File: config.mk
export PLATFORM = sky130hd
export DESIGN_NAME = can_muxbus_bridge
export DESIGN_NICKNAME = d
export VERILOG_FILES = /design/src/rtl/can_bus_pkg.sv /design/src/rtl/can_int_sync.sv /design/src/rtl/can_muxbus_bridge.sv
export SDC_FILE = /design/constraint.sdc
export NUM_CORES = 1
export LEC_CHECK = 0
export ABC_AREA = 1
export BUFFER_PORTS_ARGS = -buffer_cell sky130_fd_sc_hd__buf_4
export CORE_MARGIN = 2
export CORE_UTILIZATION = 30
export CTS_BUF_LIST = sky130_fd_sc_hd__clkbuf_8
export DETAILED_ROUTE_END_ITERATION = 6
export PLACE_DENSITY_LB_ADDON = 0.08
export SLEW_MARGIN = 15
export SYNTH_ARGS = -nofsm -noshare
export SYNTH_HDL_FRONTEND = slang
export SYNTH_SLANG_ARGS = --single-unit
File: constraint.sdc
create_clock -name clk -period 3.19 [get_ports clk]
set_clock_uncertainty 0.05 [all_clocks]
set_input_delay 0.319 -clock clk [delete_from_list [all_inputs] [get_ports clk]]
set_output_delay 0.319 -clock clk [all_outputs]
set_load 0.02 [all_outputs]
File: src/rtl/can_bus_pkg.sv
// Shared types, default timing and pin-decode helper for the CAN controller muxed-bus bridge.
package can_bus_pkg;

  typedef enum logic [2:0] {
    IDLE,
    ADDR,
    HOLD,
    STROBE,
    RECOVER,
    CHIP_RST
  } bus_state_e;

  localparam int DEF_ADDR_LSB = 2;
  localparam int DEF_ALE_CYC  = 3;
  localparam int DEF_HOLD_CYC = 1;
  localparam int DEF_STB_CYC  = 6;
  localparam int DEF_REC_CYC  = 2;
  localparam int DEF_CRST_CYC = 16;

  typedef struct packed {
    logic [7:0] ad;
    logic       sel;
    logic       cs_n;
    logic       ale;
    logic       wr_n;
    logic       rd_n;
    logic       rst_n;
  } bus_pins_t;

  localparam bus_pins_t PINS_IDLE = '{ad: 8'h00, sel: 1'b0, cs_n: 1'b1, ale: 1'b0,
                                      wr_n: 1'b1, rd_n: 1'b1, rst_n: 1'b1};
  localparam bus_pins_t PINS_RST  = '{ad: 8'h00, sel: 1'b0, cs_n: 1'b1, ale: 1'b0,
                                      wr_n: 1'b1, rd_n: 1'b1, rst_n: 1'b0};

  function automatic int max_of(input int a, input int b);
    return (a > b) ? a : b;
  endfunction

  // Pin levels for a given phase; rd selects the read/write flavour of the strobe.
  function automatic bus_pins_t pins_of(input bus_state_e s, input logic rd,
                                        input logic [7:0] a, input logic [7:0] d);
    bus_pins_t p;
    p = PINS_IDLE;
    case (s)
      ADDR: begin
        p.ale = 1'b1;
        p.ad  = a;
      end
      HOLD: p.ad = a;
      STROBE: begin
        p.cs_n = 1'b0;
        if (rd) begin
          p.rd_n = 1'b0;
          p.sel  = 1'b1;
        end else begin
          p.wr_n = 1'b0;
          p.ad   = d;
        end
      end
      RECOVER:  p.sel = rd;
      CHIP_RST: p = PINS_RST;
      default:  p = PINS_IDLE;
    endcase
    return p;
  endfunction

endpackage

File: src/rtl/can_int_sync.sv
// Two-flop synchroniser for the active-low chip interrupt plus a synchronised falling-edge strobe.
module can_int_sync (
  input  logic clk,
  input  logic rst,
  input  logic int_n_i,
  output logic fall_o
);

  // [0],[1] form the synchroniser; [2] remembers the previous synchronised level.
  logic [2:0] sync_q;

  always_ff @(posedge clk) begin
    if (rst) sync_q <= 3'b111;
    else     sync_q <= {sync_q[1:0], int_n_i};
  end

  assign fall_o = sync_q[2] & ~sync_q[1];

endmodule

File: src/rtl/can_muxbus_bridge.sv
// Single-cycle CPU read/write requests to a multiplexed address/data CAN controller bus,
// with chip-reset sequencing and a sticky, synchronised interrupt flag.
module can_muxbus_bridge
  import can_bus_pkg::*;
#(
  parameter int ADDR_LSB = DEF_ADDR_LSB,
  parameter int ALE_CYC  = DEF_ALE_CYC,
  parameter int HOLD_CYC = DEF_HOLD_CYC,
  parameter int STB_CYC  = DEF_STB_CYC,
  parameter int REC_CYC  = DEF_REC_CYC,
  parameter int CRST_CYC = DEF_CRST_CYC
) (
  input  logic        clk,
  input  logic        rst,
  input  logic [31:0] addr_32b_i,
  input  logic        wren_i,
  input  logic        rden_i,
  input  logic [31:0] din_32b_i,
  input  logic        chip_rst_req_i,
  input  logic        irq_clr_i,
  output logic [31:0] dout_32b_o,
  output logic        dout_32b_valid_o,
  output logic        busy_o,
  output logic        irq_o,
  input  logic [7:0]  can_ad_i,
  output logic [7:0]  can_ad_o,
  output logic        can_ad_sel,
  output logic        can_cs_n,
  output logic        can_ale,
  output logic        can_wr_n,
  output logic        can_rd_n,
  output logic        can_rst_n,
  input  logic        can_int_n
);

  localparam int MAXC = max_of(max_of(max_of(ALE_CYC, HOLD_CYC), max_of(STB_CYC, REC_CYC)), CRST_CYC);
  localparam int CW   = (MAXC > 1) ? $clog2(MAXC) : 1;

  if (ALE_CYC < 1 || HOLD_CYC < 1 || STB_CYC < 1 || REC_CYC < 1 || CRST_CYC < 1) begin : g_bad_cyc
    $error("can_muxbus_bridge: every cycle parameter must be >= 1");
  end
  if (ADDR_LSB < 0 || ADDR_LSB > 24) begin : g_bad_lsb
    $error("can_muxbus_bridge: ADDR_LSB must leave 8 address bits inside addr_32b_i");
  end

  bus_state_e state_q, state_d;
  logic [CW-1:0] cnt_q, cnt_d;
  logic          rd_q, rd_d;
  logic [7:0]    addr_q, addr_d, data_q, data_d;
  logic          pend_q, pend_d;
  bus_pins_t     pins_q, pins_d;
  logic          busy_q, busy_d;
  logic          valid_q, valid_d;
  logic [7:0]    dout_q, dout_d;
  logic          irq_q, irq_d;
  logic          int_fall;

  can_int_sync u_int_sync (
    .clk     (clk),
    .rst     (rst),
    .int_n_i (can_int_n),
    .fall_o  (int_fall)
  );

  always_comb begin
    state_d = state_q;
    cnt_d   = cnt_q + CW'(1);
    rd_d    = rd_q;
    addr_d  = addr_q;
    data_d  = data_q;
    pend_d  = pend_q | chip_rst_req_i;
    valid_d = 1'b0;
    case (state_q)
      IDLE: begin
        cnt_d = '0;
        // A pending chip reset wins over a same-cycle access; the access is dropped.
        if (pend_d) begin
          state_d = CHIP_RST;
          pend_d  = 1'b0;
          rd_d    = 1'b0;
        end else if (wren_i | rden_i) begin
          state_d = ADDR;
          rd_d    = rden_i;
          addr_d  = addr_32b_i[ADDR_LSB +: 8];
          data_d  = din_32b_i[7:0];
        end
      end
      ADDR: if (cnt_q == CW'(ALE_CYC - 1)) begin
        state_d = HOLD;
        cnt_d   = '0;
      end
      HOLD: if (cnt_q == CW'(HOLD_CYC - 1)) begin
        state_d = STROBE;
        cnt_d   = '0;
      end
      STROBE: if (cnt_q == CW'(STB_CYC - 1)) begin
        state_d = RECOVER;
        cnt_d   = '0;
        valid_d = 1'b1;
      end
      RECOVER: if (cnt_q == CW'(REC_CYC - 1)) begin
        state_d = IDLE;
        cnt_d   = '0;
      end
      CHIP_RST: if (cnt_q == CW'(CRST_CYC - 1)) begin
        state_d = RECOVER;
        cnt_d   = '0;
      end
      default: begin
        state_d = IDLE;
        cnt_d   = '0;
      end
    endcase

    // Read data is taken on the edge that ends the last strobe cycle.
    dout_d = dout_q;
    if (valid_d) dout_d = rd_q ? can_ad_i : 8'h00;

    // Pins are registered from the next state so they toggle cleanly with the state.
    pins_d = pins_of(state_d, rd_d, addr_d, data_d);
    busy_d = (state_d != IDLE);
    irq_d  = int_fall | (irq_q & ~irq_clr_i);
  end

  always_ff @(posedge clk) begin
    if (rst) begin
      state_q <= CHIP_RST;
      cnt_q   <= '0;
      rd_q    <= 1'b0;
      addr_q  <= 8'h00;
      data_q  <= 8'h00;
      pend_q  <= 1'b0;
      pins_q  <= PINS_RST;
      busy_q  <= 1'b1;
      valid_q <= 1'b0;
      dout_q  <= 8'h00;
      irq_q   <= 1'b0;
    end else begin
      state_q <= state_d;
      cnt_q   <= cnt_d;
      rd_q    <= rd_d;
      addr_q  <= addr_d;
      data_q  <= data_d;
      pend_q  <= pend_d;
      pins_q  <= pins_d;
      busy_q  <= busy_d;
      valid_q <= valid_d;
      dout_q  <= dout_d;
      irq_q   <= irq_d;
    end
  end

  assign can_ad_o         = pins_q.ad;
  assign can_ad_sel       = pins_q.sel;
  assign can_cs_n         = pins_q.cs_n;
  assign can_ale          = pins_q.ale;
  assign can_wr_n         = pins_q.wr_n;
  assign can_rd_n         = pins_q.rd_n;
  assign can_rst_n        = pins_q.rst_n;
  assign busy_o           = busy_q;
  assign irq_o            = irq_q;
  assign dout_32b_valid_o = valid_q;
  assign dout_32b_o       = {24'h000000, dout_q};

  logic unused_in;
  assign unused_in = ^{addr_32b_i, din_32b_i[31:8]};

endmodule

==> results.ini <==
[status]
status = finished, final reports clean

[synth]
post_synth_inst_count = 317
synth_top_cell_area_share_pct = 43.8
asyncSetResetFlopFracSynth_pct = 0
dominantRegCellSynth = sky130_fd_sc_hd__dfxtp_1
synth_sequential_area_ratio_pct = 43.8
yosysTopAreaCell = sky130_fd_sc_hd__dfxtp_1
synth_top_cells_by_area = sky130_fd_sc_hd__dfxtp_1 (44%), sky130_fd_sc_hd__nand2_1 (11%), sky130_fd_sc_hd__nand3_1 (7.9%), sky130_fd_sc_hd__buf_4 (7.4%), sky130_fd_sc_hd__nor2_1 (5.9%)
post_synth_most_frequent_cells = sky130_fd_sc_hd__nand2_1 (68), sky130_fd_sc_hd__dfxtp_1 (53), sky130_fd_sc_hd__nand3_1 (38), sky130_fd_sc_hd__nor2_1 (38), sky130_fd_sc_hd__inv_1 (36)
synth_edf_count = 0
synthesis.yosys.warnings = 0
synth_most_common_cell = sky130_fd_sc_hd__nand2_1
yosys.cell_types.count = 34
post_synth.cell_area_avg_um2 = 7.63
synth-seq-cells = 53
synthesized_area_mm2 = 0.00242

[route]
routed_wirelength_normalized_by_instance_count_um = 11.1
detail-route-antenna-nets = 0
drt_pass1_iterations = 4
drt_drc_violations_left = 0
vias = 1947
avgViaCountPerCell = 4.11
route.final.wire_length_um = 5250
drt-initial-drc-count = 51

[die]
fp.dieW_um = 93.8
rows = 32
floorplan.initialDensity_pct = 31.2
placeableCoreArea_mm2 = 0.00777
fp.dieH_um = 93.8
ioPinCount = 128
full_die_area_mm2 = 0.00880

[critical_path]
worst_r2r_startpoint = cnt_q[1]
crit_top_cell = sky130_fd_sc_hd__nand2_1
worst_r2r_endpoint = can_ad_o[1]
worst_ep_arrival_time_ns = 2.12
setup.worst_path.start = cnt_q[1]
timing.critical_path.to = can_ad_o[1]
critical_path_class = flop to flop
capturing_element_type_of_the_critical_path = flop
worst_ep_required_time_ns = 3.39
critical_path.cell_chain = inv_1, ha_1, nand2_1, nor2_1, nand2_2, nand4_1, nor2_2, nand3_1, nand2_1
slowest_delay_ns = 0.39
worst_r2r_path_depth = 9
setup.worst_path.start_class = flop
worstPathMaxFanout = 10
r2r_setup_slack_ns = 1.27
critical-path-slowest-cell = sky130_fd_sc_hd__dfxtp_1

[clock_network]
clock_pin_transition_on_the_worst_setup_and_hold_timing_paths_ns = 0.09
holdBufCountCts = 0
cts_root_buffer = sky130_fd_sc_hd__clkbuf_8
post_cts_resize_count = 0
cts_num_sinks = 53
tritoncts_clock_tree = done
max-clock-path-buffers = 2
htree_levels = 2
cts.repair_timing.setup_buffer_count = 0
skew_pair_late_insertion_delay_ns = 0.30
cts_buffers = 5

[placement]
place_hpwl_um = 3890
dp_slack_ns = 1.26
buffer_ports.inserted = 55
place_congestion = 0.857
post_dp_cell_area_mm2 = 0.00283

[grt]
grt_first_pass_wirelength_um = 8760
grt_remaining_overflow = 0
largest_net_degree_at_the_start_of_global_routing = 21
vias_in_the_first_global_route = 1906
antenna_found_initial = 0
grt_use_total_pct = 12.7

[sta]
relSlewSlack_pct = 53.0
drv_slew = 0
fin_worst_hold_slack_ns = 0.148
period_needed_ns = 1.92
fmaxAchievable_ghz = 0.522
setup_violations = 0
post-route-period-util_pct = 60.1
totalNegativeSetupSlack_ns = 0
final_setup_margin_ns = 1.27
hold_viol_final = 0
unrepaired_setup_endpoints_after_global_routing = false
max_slew.worst_pin.slew_ns = 0.704

[pwr]
worst_ir_drop_vdd_v = 0.000231
leakage_nw = 1.46
pwr_density_cell_mw_per_mm2 = 521

[flow_run]
timing.max_cap.violations = 0

[worst_hold_path]
hold_start = can_int_n
min_path_type = input port to flop

[final_layout]
areaGrowthSynthToFinish_pct = 20.8
filler_cell_count = 878
num-nets-final = 455
final_layout_size_suffix_gt1_share_pct = 23.7
ant_diodes = 0
finish.instance_area_mm2 = 0.00292

[flip-flops by register name (all words and copies together), names as in the netlist]
| register | flops |
|---|---|
| busy_o | 1 |
| can_ad_sel | 1 |
| can_ad_o | 8 |
| can_rst_n | 1 |
| dout_32b_valid_o | 1 |
| irq_o | 1 |
| can_wr_n | 1 |
| can_rd_n | 1 |
| u_int_sync.sync_q | 3 |
| state_q | 3 |
| can_cs_n | 1 |
| data_q | 8 |
| addr_q | 8 |
| can_ale | 1 |
| rd_q | 1 |
| cnt_q | 4 |
| dout_q | 8 |
| pend_q | 1 |
[metal layers]
layer | global-route usage, % | vias to the layer above | wire (um)
met5 | 0 | - | 0
met4 | 5.19 | 0 | 65
met3 | 3.13 | 8 | 325
met2 | 21.1 | 47 | 2450
met1 | 15.6 | 840 | 2410
li1 | - | 1052 | -
[layout make-up]
| cell class | count | area (um2) | area share (%) |
|---|---|---|---|
| Clock buffer | 6 | 82.6 | 2.83 |
| Clock inverter | 1 | 7.51 | 0.257 |
| Inverter | 40 | 150 | 5.14 |
| Multi-Input combinational cell | 217 | 1080 | 37.0 |
| Sequential cell | 53 | 1060 | 36.3 |
| Tap cell | 102 | 128 | 4.37 |
| Timing Repair Buffer | 55 | 413 | 14.1 |
[cells in the final DEF, fill, tap and decap left out, drive strengths merged]
cell	count
xor2	1
clkinvlp	1
ha	4
o32ai	1
inv	40
clkbuf	6
dfxtp	53
nor3	3
nand2	71
or2	4
conb	24
nand4	2
nand3	39
o21ai	12
o211ai	2
o21bai	1
nor2	49
a21oi	2
buf	55
nand3b	1
xnor2	1
[how the worst min path moves through the flow]
stage	endpoint	slack, ns	cells after the start
after floorplan	u_int_sync.sync_q[1]	0.34	1
after global placement	u_int_sync.sync_q[1]	0.34	1
after detailed placement	u_int_sync.sync_q[1]	0.35	1
after CTS	u_int_sync.sync_q[0]	0.14	2
after global routing	irq_o	0.14	2
final	u_int_sync.sync_q[0]	0.15	2
[where the power goes]
part           internal (mW)  switching, mW
clock network          0.172          0.209
logic                  0.130          0.277
registers              0.698         0.0373
[worst max-delay path, delay by kind of cell, from the launching register on]
kind / cells / cell delay [ns]
fa+ha+maj: 1 / 0.22
flops: 1 / 0.39
simple gates: 7 / 1.13
buf+inv: 1 / 0.08
[per-stage QoR]
step / power (mW) / utilization (%) / instances
finish: 1.52 / 37.6 / 474
global route: 1.63 / 37.6 / 474
CTS: 1.55 / 37.6 / 474
detailed placement: 1.16 / 36.5 / 467
global placement: 1.16 / 36.5 / 467
floorplan: 1.05 / - / 340
[cells by family after synthesis]
kind of cell / Yosys count / share of synthesized area (%)
other: 1 / 0.155
DFF: 53 / 43.8
buffers and inverters: 70 / 15.0
and+or+nand+nor: 169 / 33.7
AOI/OAI and AO/OA: 18 / 4.50
xor gates and xnor gates: 2 / 0.724
adders and majority gates: 4 / 2.07
Note: power is estimated with default switching activity, not from simulation.
